### src/rtl/issue_pkg.sv
// Shared definitions for the operand issue stage: opcodes, instruction
// field positions and the issue-register layout.
package issue_pkg;

    localparam int DATA_W = 8;

    localparam logic [2:0] OP_AND = 3'b000;
    localparam logic [2:0] OP_ADD = 3'b001;
    localparam logic [2:0] OP_SUB = 3'b010;
    localparam logic [2:0] OP_OR  = 3'b011;
    localparam logic [2:0] OP_SHL = 3'b100;
    localparam logic [2:0] OP_SHR = 3'b101;
    localparam logic [2:0] OP_CMP = 3'b110;
    localparam logic [2:0] OP_MOV = 3'b111;

    localparam int F_LDC     = 8;
    localparam int F_OP_HI   = 7;
    localparam int F_OP_LO   = 5;
    localparam int F_RA_HI   = 4;
    localparam int F_RA_LO   = 2;
    localparam int F_RB_HI   = 1;
    localparam int F_RB_LO   = 0;
    localparam int F_LDCV_HI = 4;
    localparam int F_LDCV_LO = 0;

    typedef struct packed {
        logic              valid;
        logic              ldcen;
        logic [2:0]        aluop;
        logic [4:0]        ldcval;
        logic [2:0]        rd;
        logic [DATA_W-1:0] data;
        logic [DATA_W-1:0] datb;
    } iss_t;

endpackage

### src/rtl/reg_file.sv
// Register file: two combinational read ports, one synchronous write port,
// synchronous clear on reset.
module reg_file #(
    parameter int DW   = 8,
    parameter int NREG = 8,
    parameter int AW   = $clog2(NREG)
) (
    input  logic          clk_i,
    input  logic          rst_i,
    input  logic          we_i,
    input  logic [AW-1:0] waddr_i,
    input  logic [DW-1:0] wdata_i,
    input  logic [AW-1:0] raddr_a_i,
    output logic [DW-1:0] rdata_a_o,
    input  logic [AW-1:0] raddr_b_i,
    output logic [DW-1:0] rdata_b_o
);

    logic [DW-1:0] regs_q [NREG];

    // Storage update: reset clears every entry and wins over a pending write.
    always_ff @(posedge clk_i) begin
        if (rst_i) begin
            for (int i = 0; i < NREG; i++) begin
                regs_q[i] <= '0;
            end
        end else if (we_i) begin
            regs_q[waddr_i] <= wdata_i;
        end
    end

    assign rdata_a_o = regs_q[raddr_a_i];
    assign rdata_b_o = regs_q[raddr_b_i];

endmodule

### src/rtl/operand_issue.sv
// Decode, operand read and issue register feeding the ALU.
// Build option: OPERAND_FORWARD_EN selects forwarding instead of a hazard stall.
module operand_issue
    import issue_pkg::*;
#(
    parameter int DW   = 8,
    parameter int NREG = 8
) (
    input  logic          Clk,
    input  logic          Reset,
    input  logic          InValid,
    output logic          InReady,
    input  logic [8:0]    Instr,
    input  logic          Hold,
    output logic          IssValid,
    output logic          Ldcen,
    output logic [2:0]    Aluop,
    output logic [4:0]    LdcVal,
    output logic [DW-1:0] DatA,
    output logic [DW-1:0] DatB,
    input  logic [DW-1:0] Rslt
);

    iss_t          iss_q;
    iss_t          iss_d;
    logic          dec_ldc_s;
    logic [2:0]    ra_s;
    logic [2:0]    rb_s;
    logic [2:0]    rd_s;
    logic [DW-1:0] rf_a_s;
    logic [DW-1:0] rf_b_s;
    logic [DW-1:0] opa_s;
    logic [DW-1:0] opb_s;
    logic          wb_en_s;
    logic          hazard_s;
    logic          accept_s;

    assign wb_en_s = iss_q.valid & ~Hold;

    reg_file #(.DW(DW), .NREG(NREG)) u_reg_file (
        .clk_i     (Clk),
        .rst_i     (Reset),
        .we_i      (wb_en_s),
        .waddr_i   (iss_q.rd),
        .wdata_i   (Rslt),
        .raddr_a_i (ra_s),
        .rdata_a_o (rf_a_s),
        .raddr_b_i (rb_s),
        .rdata_b_o (rf_b_s)
    );

    // Instruction field decode; ALU ops use the same register as source A and destination.
    always_comb begin
        dec_ldc_s = Instr[F_LDC];
        ra_s      = Instr[F_RA_HI:F_RA_LO];
        rb_s      = {1'b0, Instr[F_RB_HI:F_RB_LO]};
        if (dec_ldc_s) begin
            rd_s = Instr[F_OP_HI:F_OP_LO];
        end else begin
            rd_s = Instr[F_RA_HI:F_RA_LO];
        end
    end

    // Operand select: bypass the result being written this cycle, or stall on a RAW hazard.
    always_comb begin
`ifdef OPERAND_FORWARD_EN
        if (wb_en_s && (ra_s == iss_q.rd)) begin
            opa_s = Rslt;
        end else begin
            opa_s = rf_a_s;
        end
        if (wb_en_s && (rb_s == iss_q.rd)) begin
            opb_s = Rslt;
        end else begin
            opb_s = rf_b_s;
        end
        hazard_s = 1'b0;
`else
        opa_s    = rf_a_s;
        opb_s    = rf_b_s;
        hazard_s = iss_q.valid & ~dec_ldc_s &
                   ((ra_s == iss_q.rd) | (rb_s == iss_q.rd));
`endif
    end

    // Reset keeps the port ready but nothing presented then is taken.
    assign InReady  = Reset | (~Hold & ~hazard_s);
    assign accept_s = InValid & InReady & ~Reset;

    // Next issue-register contents: decoded instruction or an all-zero bubble.
    always_comb begin
        iss_d = '0;
        if (accept_s) begin
            iss_d.valid = 1'b1;
            iss_d.ldcen = dec_ldc_s;
            iss_d.rd    = rd_s;
            if (dec_ldc_s) begin
                iss_d.aluop  = OP_AND;
                iss_d.ldcval = Instr[F_LDCV_HI:F_LDCV_LO];
            end else begin
                iss_d.aluop = Instr[F_OP_HI:F_OP_LO];
                iss_d.data  = opa_s;
                iss_d.datb  = opb_s;
            end
        end else begin
            iss_d.valid = 1'b0;
        end
    end

    // Issue register: frozen while Hold is high.
    always_ff @(posedge Clk) begin
        if (Reset) begin
            iss_q <= '0;
        end else if (!Hold) begin
            iss_q <= iss_d;
        end
    end

    assign IssValid = iss_q.valid;
    assign Ldcen    = iss_q.ldcen;
    assign Aluop    = iss_q.aluop;
    assign LdcVal   = iss_q.ldcval;
    assign DatA     = iss_q.data;
    assign DatB     = iss_q.datb;

endmodule
### config.mk
export PLATFORM = sky130hd
export DESIGN_NAME = operand_issue
export DESIGN_NICKNAME = d
export VERILOG_FILES = /design/src/rtl/issue_pkg.sv /design/src/rtl/reg_file.sv /design/src/rtl/operand_issue.sv
export SDC_FILE = /design/constraint.sdc
export NUM_CORES = 1
export LEC_CHECK = 0
export BUFFER_PORTS_ARGS = -buffer_cell sky130_fd_sc_hd__buf_2
export CORE_UTILIZATION = 45
export DETAILED_ROUTE_END_ITERATION = 16
export GPL_TIMING_DRIVEN = 0
export PLACE_DENSITY_LB_ADDON = 0.3
export SETUP_SLACK_MARGIN = 0.5
export SYNTH_ARGS = -nofsm -noshare
export SYNTH_HDL_FRONTEND = slang
export SYNTH_SLANG_ARGS = --single-unit
### constraint.sdc
create_clock -name Clk -period 3.33 [get_ports Clk]
set_input_delay 0.999 -clock Clk [delete_from_list [all_inputs] [get_ports Clk]]
set_output_delay 0.999 -clock Clk [all_outputs]
set_load 0.05 [all_outputs]
### Yosys cells after proc, flatten, opt, wreduce, memory -nomap -nowiden

Memory sizes are Yosys's and may differ from the RTL's.
Index checks and enable logic that the tools add are counted.

| storage, ports and cells | value |
|---|---|
| bits in registers | 29 |
| bits in writable memories | 64 |
| input bits | 21 |
| output and inout port bits | 27 |
| logic and storage cells | 37 |
| memories kept | 1 |

| cells by class | value |
|---|---|
| eq/ne operators | 2 |
| multiplexer cells | 14 |
| bitwise logic cells | 12 |
| reductions and logical operators | 1 |

Memories:

| memory | depth | width | rd ports | clocked after memory_dff | wr ports | RTL line | source |
|---|---|---|---|---|---|---|---|
| u_reg_file.regs_q | 8 | 8 | 2 | 0 | 8 | reg_file.sv:19 | `logic [DW-1:0] regs_q [NREG];` |

Operator list:

| kind | number |
|---|---|
| $mux W28 | 1 |
| $mux W16 | 1 |
| $mux W3 | 3 |
| $mux W8 | 1 |
| $reduce_or A8 Y1 | 1 |
| $mux W1 | 7 |
| $and A1 B1 Y1 | 6 |
| $mux W5 | 1 |
| $not A1 Y1 | 4 |
| $eq A2 B3 Y1 | 1 |
| $eq A3 B3 Y1 | 1 |
| $or A1 B1 Y1 | 2 |

### Longest topological paths before layout

Gate-level depths: netlist (run 1).

| depth | value |
|---|---|
| depth in word-level cells | 9 |
| mapped depth | 6 |
| mapped depth without buffers | 4 |

### Modules after synthesis

From an unflattened synthesis (run 1), not the netlist that was laid out.

| unflattened totals | value |
|---|---|
| cells, all modules | 340 |
| area, all modules | 4,784.6 µm² |

By module, submodules not included:

| module | times used | cells an instance | area each (µm²) | sequential area each (µm²) |
|---|---|---|---|---|
| reg_file | 1 | 222 | 3,525.9 | 1,921.8 |
| operand_issue | 1 | 118 | 1,258.7 | 580.6 |

### Least setup slack after synthesis (run 1)

Ideal clock, no wire load.

| path | value |
|---|---|
| path type | input-to-output |
| start | input Instr[0] |
| end | output InReady |
| arrival | 2.265 ns |
| setup slack | 0.066 ns |
| stages on the path | 5 |
| buffers on the path | 1 |
| path through | buf_6 > xnor2_1 > nand4b_1 > a21oi_1 > o21bai_1 |

| on the way | value |
|---|---|
| word-level cells in the longest chain between the ends | 6 |

RTL lines:

| element | RTL line | source |
|---|---|---|
| start: declaration | operand_issue.sv:13 | `input logic [8:0] Instr,` |
| $eq A2 B3 Y1 | operand_issue.sv:82 | `((ra_s == iss_q.rd) \| (rb_s == iss_q.rd));` |
| $or A1 B1 Y1 | operand_issue.sv:82 |  |
| $and A1 B1 Y1 | operand_issue.sv:81 | `hazard_s = iss_q.valid & ~dec_ldc_s &` |
| $not A1 Y1 | operand_issue.sv:87 | `assign InReady = Reset \| (~Hold & ~hazard_s);` |
| $and A1 B1 Y1 | operand_issue.sv:87 |  |
| $or A1 B1 Y1 | operand_issue.sv:87 |  |
| end: declaration | operand_issue.sv:12 | `output logic InReady,` |

No other way between the ends.

### Worst setup path after layout (run 1)

| path | value |
|---|---|
| start | input Instr[3] |
| end | output InReady |

| on the way | value |
|---|---|
| word-level cells in the longest chain between the ends | 6 |

RTL lines:

| element | RTL line |
|---|---|
| $eq A3 B3 Y1 | operand_issue.sv:82 |
| $or A1 B1 Y1 | operand_issue.sv:82 |
| $and A1 B1 Y1 | operand_issue.sv:81 |
| $not A1 Y1 | operand_issue.sv:87 |
| $and A1 B1 Y1 | operand_issue.sv:87 |
| $or A1 B1 Y1 | operand_issue.sv:87 |

No other way between the ends.

==> results.txt, run 1 <==
The flow ran to the end, and the final reports show no timing, DRC or antenna violations. TritonCTS built the clock tree. After legalization and detailed placement, the total HPWL measured approximately 6700 um.

Summed over all instances, the cell type with the most area after synthesis is sky130_fd_sc_hd__edfxtp_1. The critical path's largest stage delay is 0.24 ns. The overall die area is 10,200 um^2.

The number of warning messages in the yosys log came out at 0. The number of flops mapped to enable cells by yosys is 64. The arrival time at the worst endpoint came out at roughly 1.9 ns. The number of antenna violations at the first check in global routing came out at 0. The clock insertion delay at the later pin of the skew report is 0.37 ns.

The internal power of the cells is 1.71 mW. The maximum vdd ir drop is around 0.18 mV. The average wire length per cell after detail routing came out at roughly 18 um. The capture point of the worst reg-to-reg path is u_reg_file.regs_q[4][2]. The post-synth net total came out at 343. The detailed-router iteration count before antenna repair is 6. The die width came out at 101 um.

The sequential-to-total area share from yosys stat is about 57%. The total grt overflow is 0. The power per cell area came out at 443 nW/um^2. The worst setup skew after layout came out at 0.00857 ns. Tracing the worst setup path back leads to its startpoint at Instr[3]. The share of total power dissipated in the clock network is 33.1%. A synthesized cell averages between 10 and 15 um^2.

The final hold violation count is 0. The most critical setup path has its endpoint at InReady. The tightest min-delay check is of the register to register type. The overall die height is 101 um. After floorplanning, the core was divided into 35 placement rows. The number of nets in the final layout came out at 399. Registers are responsible for between 50% and 60% of the overall power.

The normalized max-slew margin came out at 49.5%. Synthesis inferred 93 register bits. The repair_antennas step left the layout with diodes totalling 0. The leakage power total is approximately 2.0 nW. The global-route wire length before repair is 14,500 um. Global routing consumed, over all layers together, 20.2% of the routing resources. Setup violations remaining at the end of the flow were counted as 0. The final weighted congestion in routability-driven placement is 0.798. The final critical path takes up around nine tenths of the cycle. The count of nets left with antenna violations once routing finished came out at 0. The post-synthesis cell type count is 29. The prevailing post-synth register cell is sky130_fd_sc_hd__edfxtp_1. Once the floorplan was initialized, standard cells occupied 46.9% of the core. By instance count, the cell type seen most on the critical path is sky130_fd_sc_hd__buf_6. After synthesis, the cell types taking the most area are sky130_fd_sc_hd__edfxtp_1 44%, sky130_fd_sc_hd__dfxtp_1 13%, sky130_fd_sc_hd__mux4_2 12%. The area of the mapped netlist came out at around 4400 um^2. The number of input and output port buffers inserted came out at 41. The fraction of registers with async set or reset after synthesis came out at 0%. In this run the standard cell core region covers roughly 9400 um^2. The critical path is of the primary input to output port type. The number of DRC violations after detailed-routing iteration 0 came out at 151. Synthesis produced a netlist whose cell count is 322.

The minimum setup slack among reg-to-reg paths came out at roughly 1.4 ns. The signal on the critical path passes through buf_6 -> xnor2_2 -> nand4_1 -> a21oi_4 -> o21bai_4 -> buf_6. The count of vias placed by the detailed router came out at between 2,000 and 3,000. Timing would allow up to 0.341 GHz. Combinational logic burns 10.0% of the power. The post-route netlist has 35.9% of its cells at a drive strength greater than 1. The startpoint identified for the worst register-to-register timing path is iss_q[16]. After detailed routing, the number of remaining DRC violations is 0. Counting instances in the post-synthesis netlist gives the leading cell types as 64 x sky130_fd_sc_hd__and2_1, 64 x sky130_fd_sc_hd__edfxtp_1, 29 x sky130_fd_sc_hd__dfxtp_1. The slew at the pin with the worst max-slew slack is 0.757 ns. Clock tree synthesis inserted a total of 9 buffers. The number of buffers between clock root and the deepest sink came out at 2.

Setup repair after global routing could not meet its margin everywhere. The number of hold buffers added after cts came out at 0. The number of fill cells in the layout came out at 802. The accumulated negative setup slack came out at 0 ns. The power dissipated by switching net loads came out at 546 uW. STA puts the critical path data required time at around 2.3 ns. The total I/O pin count came out at 48. The clock slew seen by the registers of the worst setup and hold paths came out at 0.09 ns. On the final layout, the worst hold slack is around 0.45 ns. The tree is rooted in a sky130_fd_sc_hd__clkbuf_8.

Counting I/O delays and the setup requirement, the final critical path takes roughly 2.9 ns. The cell at the slowest stage of the critical path is sky130_fd_sc_hd__a21oi_4. The number of global-route vias before repair is 2,532. The H-tree generated during clock tree synthesis spans 3 levels. The final max-slew violation count is 0. Wires add up to 9380 um. The total of max-cap violations is 0.

The number of sinks on the clock net is 93. Of all nets on the critical path, the largest fanout is 2. Entering global routing, the biggest net connects 16 pins. The utilization after layout is approximately 54%. The switching part of the total power came out at 24.2%. The synthesis-to-layout area growth came out at 15.7%. Dividing the detail-routed via count by the number of cells gives 5.20. The kind of end point of the critical path is an output port. The area share of the leading cell type in the synthesized netlist came out at 43.7%.

The kind of start point of the critical path is a primary input. The number of cells on the worst reg-to-reg path came out at 3.
## cells in the final DEF (no fill, tap or decap), types with 2 or more instances in the layout
master,netlist,layout
sky130_fd_sc_hd__clkbuf_8,0,9
sky130_fd_sc_hd__buf_12,0,2
sky130_fd_sc_hd__nand2b_1,2,2
sky130_fd_sc_hd__buf_2,2,41
sky130_fd_sc_hd__a22o_1,11,11
sky130_fd_sc_hd__and2_1,64,64
sky130_fd_sc_hd__mux2i_1,11,11
sky130_fd_sc_hd__nand2_1,15,15
sky130_fd_sc_hd__or2_2,8,8
sky130_fd_sc_hd__nor3_2,2,2
sky130_fd_sc_hd__buf_6,8,7
sky130_fd_sc_hd__o31ai_1,3,3
sky130_fd_sc_hd__o21ai_1,7,7
sky130_fd_sc_hd__buf_4,24,28
sky130_fd_sc_hd__dfxtp_1,29,29
sky130_fd_sc_hd__clkbuf_1,6,5
sky130_fd_sc_hd__a21oi_1,7,6
sky130_fd_sc_hd__nor3b_1,5,5
sky130_fd_sc_hd__nor2_1,14,14
sky130_fd_sc_hd__edfxtp_1,64,64
sky130_fd_sc_hd__o21ai_0,2,2
sky130_fd_sc_hd__xnor2_2,0,5
sky130_fd_sc_hd__mux4_2,24,24
sky130_fd_sc_hd__nand4b_1,2,2
## cell families (layout without fill, tap and decap cells)
kind of cell,count (synthesis),count (layout),synth area share (%)
AO/OA/AOI/OAI,31,31,4.69
XOR/XNOR,5,5,0.996
buffers and inverters,40,100,6.88
flip-flops,93,93,56.9
multiplexers,35,35,14.8
AND/OR/NAND/NOR,118,118,15.7
## flip-flops by register name (all words and copies together) (netlist names)
signal / flops
Aluop: 3
DatA: 8
DatB: 8
IssValid: 1
LdcVal: 5
Ldcen: 1
iss_q: 3
u_reg_file.regs_q: 64
## how the worst min path moves through the flow
stage | start | to | slack (ns) | depth (start not counted)
3_5_place_dp | DatA[1] | DatA[1] | 0.45 | 2
3_3_place_gp | DatA[6] | DatA[6] | 0.44 | 2
5_1_grt | DatA[5] | DatA[5] | 0.47 | 2
4_1_cts | DatA[1] | DatA[1] | 0.46 | 2
2_1_floorplan | DatA[0] | DatA[0] | 0.43 | 2
6_report | DatA[1] | DatA[1] | 0.45 | 2
## critical path: cells and delay by family
family | cells | cell delay (ns)
AND/OR/NAND/NOR | 1 | 0.20
AO/OA/AOI/OAI | 2 | 0.31
buffers and inverters | 2 | 0.26
XOR/XNOR | 1 | 0.15
## final cells by class
type	count	area, um^2	area share (%)
timing repair buffer	45	248	4.87
sequential	93	2500	49.2
clock inverter	6	63.8	1.25
multi-input combinational	189	1650	32.5
clock buffer	9	124	2.43
buffer	40	338	6.64
tap	129	161	3.17
## through the flow
stage / std cells / setup slack, ns / cell area (um^2) / total power [mW]
finish: 511 / 0.396 / 5090 / 2.26
global route: 511 / 0.335 / 5090 / 2.33
CTS: 511 / 0.423 / 5090 / 2.26
detailed placement: 492 / 0.226 / 4810 / 1.53
global placement: 492 / 0.235 / 4810 / 1.52
floorplan: 322 / 0.453 / 4450 / 1.46
## metal layers
metal | global-route usage (%) | vias up | wire, um
met3 | 4.37 | 14 | 688
met4 | 7.92 | 0 | 175
met2 | 33.2 | 95 | 4550
met5 | 0 | - | 0
met1 | 26.4 | 1288 | 3970
li1 | - | 1258 | -
## power groups by stage
stage,registers [mW],logic [mW],clock network [mW]
3_5_place_dp,1.31,0.215,0
6_report,1.29,0.225,0.746
2_1_floorplan,1.31,0.154,0
4_1_cts,1.29,0.226,0.747
3_3_place_gp,1.31,0.212,0
5_1_grt,1.29,0.240,0.800
## what timing repair did
action | in CTS | in global routing
endpoints found under the setup margin | 1 | 1
pin swaps | 5 | 1
buffers inserted | 4 | 0
resized for setup | 11 | 0
Power figures use the tool's default switching activity.
==> run 2, diff against run 1 <==
CORE_UTILIZATION = 55   (was 45)
SLEW_MARGIN = 20   (was default)
==> results.txt, run 2 (same netlist as run 1, synthesis figures left out) <==
The minimum setup slack among reg-to-reg paths came out at 1.43 ns. The global-route wire length before repair came out at 14,400 um. TritonCTS built the clock tree. The final hold violation count came to 0. The slowest stage of the critical path belongs to the cell sky130_fd_sc_hd__a21oi_4. The number of input and output port buffers inserted is 41. The number of nets still failing antenna checks after routing is 0. From bottom edge to top edge, the die measures 91.4 um.

The number of global-route vias before repair is 2,722. The die width is ~91 um. The kind of cell with the highest combined delay along the critical path is compound AO/OA/AOI/OAI gates.

The arrival time at the worst endpoint came out at 1.90 ns. The instance count on the critical path is 6. The total grt overflow came out at 0. The final wirelength is 8830 um. Global routing used 23.5% of the available tracks across all layers.

At the pin with the least slew margin, the transition time is ~0.75 ns. The half-perimeter wire length of the detailed placement result is 6640 um. The worst register-to-register path ends at u_reg_file.regs_q[5][3]. The total I/O pin count came out at 48. The post-route fraction of the period consumed by the critical path came out at between 80% and 90%. The min-delay analysis places its worst path in the category register to register. The cell row count came out at 32. The detailed-router iteration count before antenna repair is 4. The effective utilization at floorplan is 56.9%.

The synthesis-to-layout area growth is 14.5%. By startpoint and endpoint, the worst setup path is classified as primary input to output port. The worst hold path begins at DatA[6]. The kind of end point of the critical path is an output port. The number of antenna diodes in the final layout is 0. Along the worst path, the maximum fanout reaches 2. The kind of start point of the critical path is a primary input.

The placeable core region came out at 7730 um^2. The number of buffers between clock root and the deepest sink is 2. In this run, the number of DRC markers left after iteration 0 of detailed routing was roughly 240. Buffers inserted during clock tree synthesis total 9. The minimum setup slack after placement came out at 0.238 ns. The worst-case setup margin in the final layout is 0.433 ns. CTS placed an instance of sky130_fd_sc_hd__clkbuf_8 at the clock tree root.

The final max-slew violation count came out at 0. Setup repair after global routing could not meet its margin everywhere. The total of max-cap violations is 0. The clock insertion delay at the later pin of the skew report came out at 0.36 ns. The average wire length per cell after detail routing came out at roughly 18 um. The fraction of final layout cells sized beyond drive strength 1 came out at a little over a third. The number of antenna violations at the first check in global routing is 0. Data on the critical path is required at its endpoint by 2.33 ns.

The largest net degree at the start of global routing is 16. The worst setup skew after layout is 0.0136 ns. The normalized max-slew margin is 50.0%. The fmax came out at 0.345 GHz. The clock slew seen by the registers of the worst setup and hold paths came out at roughly 0.080 ns. For hold timing, the worst endpoint is DatA[6]. The signal on the critical path passes through buf_16 -> xnor2_2 -> nand4_1 -> a21oi_4 -> o21bai_4 -> buf_6.

The count of vias placed by the detailed router came out at between 2,000 and 3,000. The number of hold buffers added after cts is 0. The minimum period implied by the final worst setup slack is 2.90 ns.

Across the VDD grid, the largest voltage drop is 0.208 mV. The top cell types in the final layout, fill and taps aside, are 64 x sky130_fd_sc_hd__and2_1, 64 x sky130_fd_sc_hd__edfxtp_1, 42 x sky130_fd_sc_hd__buf_2, 29 x sky130_fd_sc_hd__dfxtp_1, 28 x sky130_fd_sc_hd__buf_4. In this run the critical register-to-register path is launched from iss_q[16].

The number of sinks on the clock net is 93. The number of cells on the worst hold path is 2. The average via count per standard cell is 5.42. The number of H-tree branching levels is 3. The number of nets in the final layout came out at 399. The critical path's largest stage delay is ~0.23 ns.

The power per cell area came out at ~440 nW/um^2. The register name with the most flops is u_reg_file.regs_q. After routing, the total negative slack on setup checks comes to 0 ns. The final weighted congestion in routability-driven placement is approximately 0.85.

The number of cells on the worst reg-to-reg path is 3. The leakage power total is 2.01 nW. After detailed routing, the number of remaining DRC violations is 0. The worst path buffer plus inverter count is 2. The floorplan step defined a die boundary enclosing 8360 um^2. The register with the most flip-flops in the layout has 64 of them. The flow ran to the end, and the final reports show no timing, DRC or antenna violations. The count of final setup violators came out at 0.
==> run 2: worst max-delay path by stage <==
stage               slack (ns)      end      from
floorplan                 0.45  InReady  Instr[0]
global placement          0.24  InReady  Instr[4]
detailed placement        0.24  InReady  Instr[4]
CTS                       0.44  InReady  Instr[2]
global route              0.36  InReady  Instr[3]
finish                    0.43  InReady  Instr[2]
==> run 2: layer usage <==
metal  share of wire, %  GRT usage [%]
met4                1.3           10.2
met5                  0              0
met2                 51           38.7
met1                 42           30.1
met3                5.7           4.77
==> run 2: timing repair <==
action	in CTS	in global routing
gates cloned	0	0
setup buffers	4	0
resized for setup	9	0
setup endpoints to repair	1	1
pin swaps	4	0
==> run 2: worst reg2reg max path: stages (launching register included) <==
cell                      delay [ns]
sky130_fd_sc_hd__dfxtp_1        0.48
sky130_fd_sc_hd__nand3_1        0.25
sky130_fd_sc_hd__nor2_1         0.50
sky130_fd_sc_hd__or2_2          0.36
==> run 2: metrics by stage <==
| step | instances | total power, mW | area (um^2) | util (%) | hold WS [ns] |
|---|---|---|---|---|---|
| after floorplan | 322 | 1.46 | 4450 | - | 0.426 |
| after global placement | 465 | 1.52 | 4780 | 61.9 | 0.441 |
| after detailed placement | 465 | 1.52 | 4780 | 61.9 | 0.445 |
| after CTS | 485 | 2.22 | 5040 | 65.2 | 0.456 |
| after global routing | 485 | 2.29 | 5040 | 65.2 | 0.470 |
| final | 485 | 2.20 | 5040 | 65.2 | 0.452 |
==> run 2: layout make-up <==
class,instances,area [um^2]
fill,581,2690
sequential,93,2500
multi-input combinational,189,1650
buffer,40,333
timing repair buffer,45,241
clock buffer,13,160
tap,102,128
clock inverter,3,20.0
==> run 2: where the power goes <==
| part | leakage, nW | internal, mW | switching, mW |
|---|---|---|---|
| sequential | 0.893 | 1.27 | 0.0194 |
| combinational | 1.03 | 0.100 | 0.119 |
| clock | 0.0864 | 0.317 | 0.382 |
==> run 3, diff against run 2 <==
CELL_PAD_IN_SITES_DETAIL_PLACEMENT = 1   (was default)
CELL_PAD_IN_SITES_GLOBAL_PLACEMENT = 1   (was default)
CORE_UTILIZATION = 52   (was 55)
==> results.txt, run 3 (same netlist as run 1, synthesis figures left out) <==
The slew at the pin with the worst max-slew slack came out at a little over 0.8 ns. The fraction of final layout cells sized beyond drive strength 1 is 35.9%. The number of sinks on the clock net came out at 93. The number of buffers between clock root and the deepest sink is 2. The number of input and output port buffers inserted came out at 41. The worst setup path is of the primary input to output port kind. The arrival time at the worst endpoint is 1.95 ns. The final routed DRC violation total is 0. The number of hold buffers added after cts came out at 0. The internal power of the cells is 1.65 mW. The sequential power share came out at about 57%. The leakage power total came out at slightly above 2 nW. The clock network fraction of total power is 32.3%. The global-route total usage across every layer came out at 25.9%. The first global-routing pass estimated 16,200 um of wire. The met2 capacity usage during global routing came out at a little over two fifths. The number of clock buffers added by TritonCTS is 9.

The final layout contains 400 nets. The overall die height is 94.0 um. The synthesis-to-layout area growth came out at 14.9%. The minimum setup slack among reg-to-reg paths came out at 1.33 ns. For this run, the detailed router's first-pass iteration total came to 4.

Global routing consumed, on the met3 layer, 5.42% of the routing resources. The fmax came out at 0.340 GHz. After global routing, the most crowded layer is met2. In this run the worst hold path is classified as register to register. Net switching is between 20% and 30% of the power. The maximum fanout count along the critical path is 10.

Power comes to 2.24 mW. The met1 routing resource usage after global routing is 32.5%. The number of diodes is 0. The number of antenna violations at the first check in global routing is 0.

Combinational logic burns approximately a tenth of the power. The register name with the most flops is u_reg_file.regs_q. After detailed routing, the number of vias per cell comes to between 5 and 6. The normalized max-slew margin is 45.8%. Once placement completed, the tool counted placed cells totaling 468. The floorplan step defined a die boundary enclosing 8830 um^2.

The post-route non-filler standard cell count is 489. The total grt overflow came out at 0. The maximum vdd ir drop is roughly 0.28 mV. The number of DRC violations after detailed-routing iteration 0 is 97. The kind of end point of the critical path is an output port. The post-route fraction of the period consumed by the critical path is 88.5%.

The top cell types in the final layout, fill and taps aside, are 64 x sky130_fd_sc_hd__and2_1, 64 x sky130_fd_sc_hd__edfxtp_1, 42 x sky130_fd_sc_hd__buf_2, 29 x sky130_fd_sc_hd__dfxtp_1, 29 x sky130_fd_sc_hd__buf_4. The run finished with clean final reports. The count of vias placed by the detailed router came out at 2,746. Summed over all nets, the switching power comes to 591 uW. Entering global routing, the biggest net connects 18 pins. CTS built an H-tree with a depth of 3. The final weighted congestion in routability-driven placement is between 0.7 and 0.8.

The total area of sequential cells is roughly 2500 um^2. The final hold violation count came out at 0. The kind of start point of the critical path is a primary input.

The number of nets still failing antenna checks after routing is 0. The total I/O pin count is between 40 and 50. The average wire length per cell after detail routing came out at 20.9 um. The number of global-route vias before repair came out at 2,966.

The register with the most flip-flops in the layout has 64 of them. Counting the fill cells in the layout gives 822. In this run the power density over the cells is 444 nW/um^2.

TritonCTS built the clock tree. The die width came out at 94.0 um. The accumulated negative setup slack came out at 0 ns.

The clock reaches the later pin of the worst-skew pair after 0.37 ns. The worst setup skew after layout came out at 0.0135 ns. The count of final setup violators came out at 0. The endpoint required time on the critical path is 2.33 ns. The core region is 8220 um^2.

The root buffer cell chosen for the clock tree is sky130_fd_sc_hd__clkbuf_8. The half-perimeter wire length of the detailed placement result is 7450 um. The effective utilization at floorplan came out at between 50 and 60%. The total of max-cap violations is 0.

The final wirelength is 10,200 um. The minimum period implied by the final worst setup slack came out at 2.95 ns. Setup repair after global routing could not meet its margin everywhere. The clock slew seen by the registers of the worst setup and hold paths came out at 0.10 ns.

Summing all multi-input logic gate instances after layout gives 1650 um^2. The final max-slew violation count came out at 0. The cell row count came out at 33.
## run 3: repair_timing
action,in CTS,in global routing
endpoints found under the setup margin,1,1
buffers inserted,5,0
pin swaps,6,3
gates resized for setup,9,1
## run 3: through the flow
step	worst slack (ns)	hold slack, ns	instance area [um^2]	util (%)
floorplan	0.453	0.426	4450	-
global placement	0.253	0.441	4780	58.2
detailed placement	0.227	0.446	4780	58.2
CTS	0.406	0.460	5050	61.4
global route	0.337	0.496	5050	61.5
finish	0.385	0.457	5050	61.5
## run 3: path summary, 6_finish.rpt
kind / startpoint / endpoint / depth (start not counted)
setup / recovery: Instr[0] / InReady / 6
hold / removal: DatA[3] / DatA[3] / 2
setup reg to reg: iss_q[16] / u_reg_file.regs_q[5][0] / 3
hold reg to reg: DatA[3] / DatA[3] / 2
## run 3: power by group through the flow
stage / logic [mW] / registers, mW / clock network [mW]
finish: 0.230 / 1.29 / 0.725
global route: 0.245 / 1.29 / 0.774
CTS: 0.231 / 1.29 / 0.737
detailed placement: 0.219 / 1.31 / 0
floorplan: 0.154 / 1.31 / 0
global placement: 0.213 / 1.31 / 0
## run 3: per-layer routing
layer	up-vias	part of all wire (%)	routed length, um
li1	1268	-	-
met1	1378	42	4250
met2	81	50	5140
met3	19	5.5	559
met4	0	2.6	262
met5	-	0	0
## run 3: area by class of cell
class | count | share of cell area, %
plain buffers | 40 | 6.76
clock buffers | 9 | 2.45
clock inverters | 7 | 1.14
multi-input cells | 189 | 32.6
flip-flops and latches | 93 | 49.5
well taps | 105 | 2.60
repair buffers | 46 | 4.93
## run 3: critical path, stage by stage
cell and delay (ns):
sky130_fd_sc_hd__buf_12 0.13, sky130_fd_sc_hd__xnor2_2 0.12, sky130_fd_sc_hd__nand4b_1 0.21, sky130_fd_sc_hd__a21oi_4 0.24
sky130_fd_sc_hd__o21bai_4 0.07, sky130_fd_sc_hd__buf_6 0.16
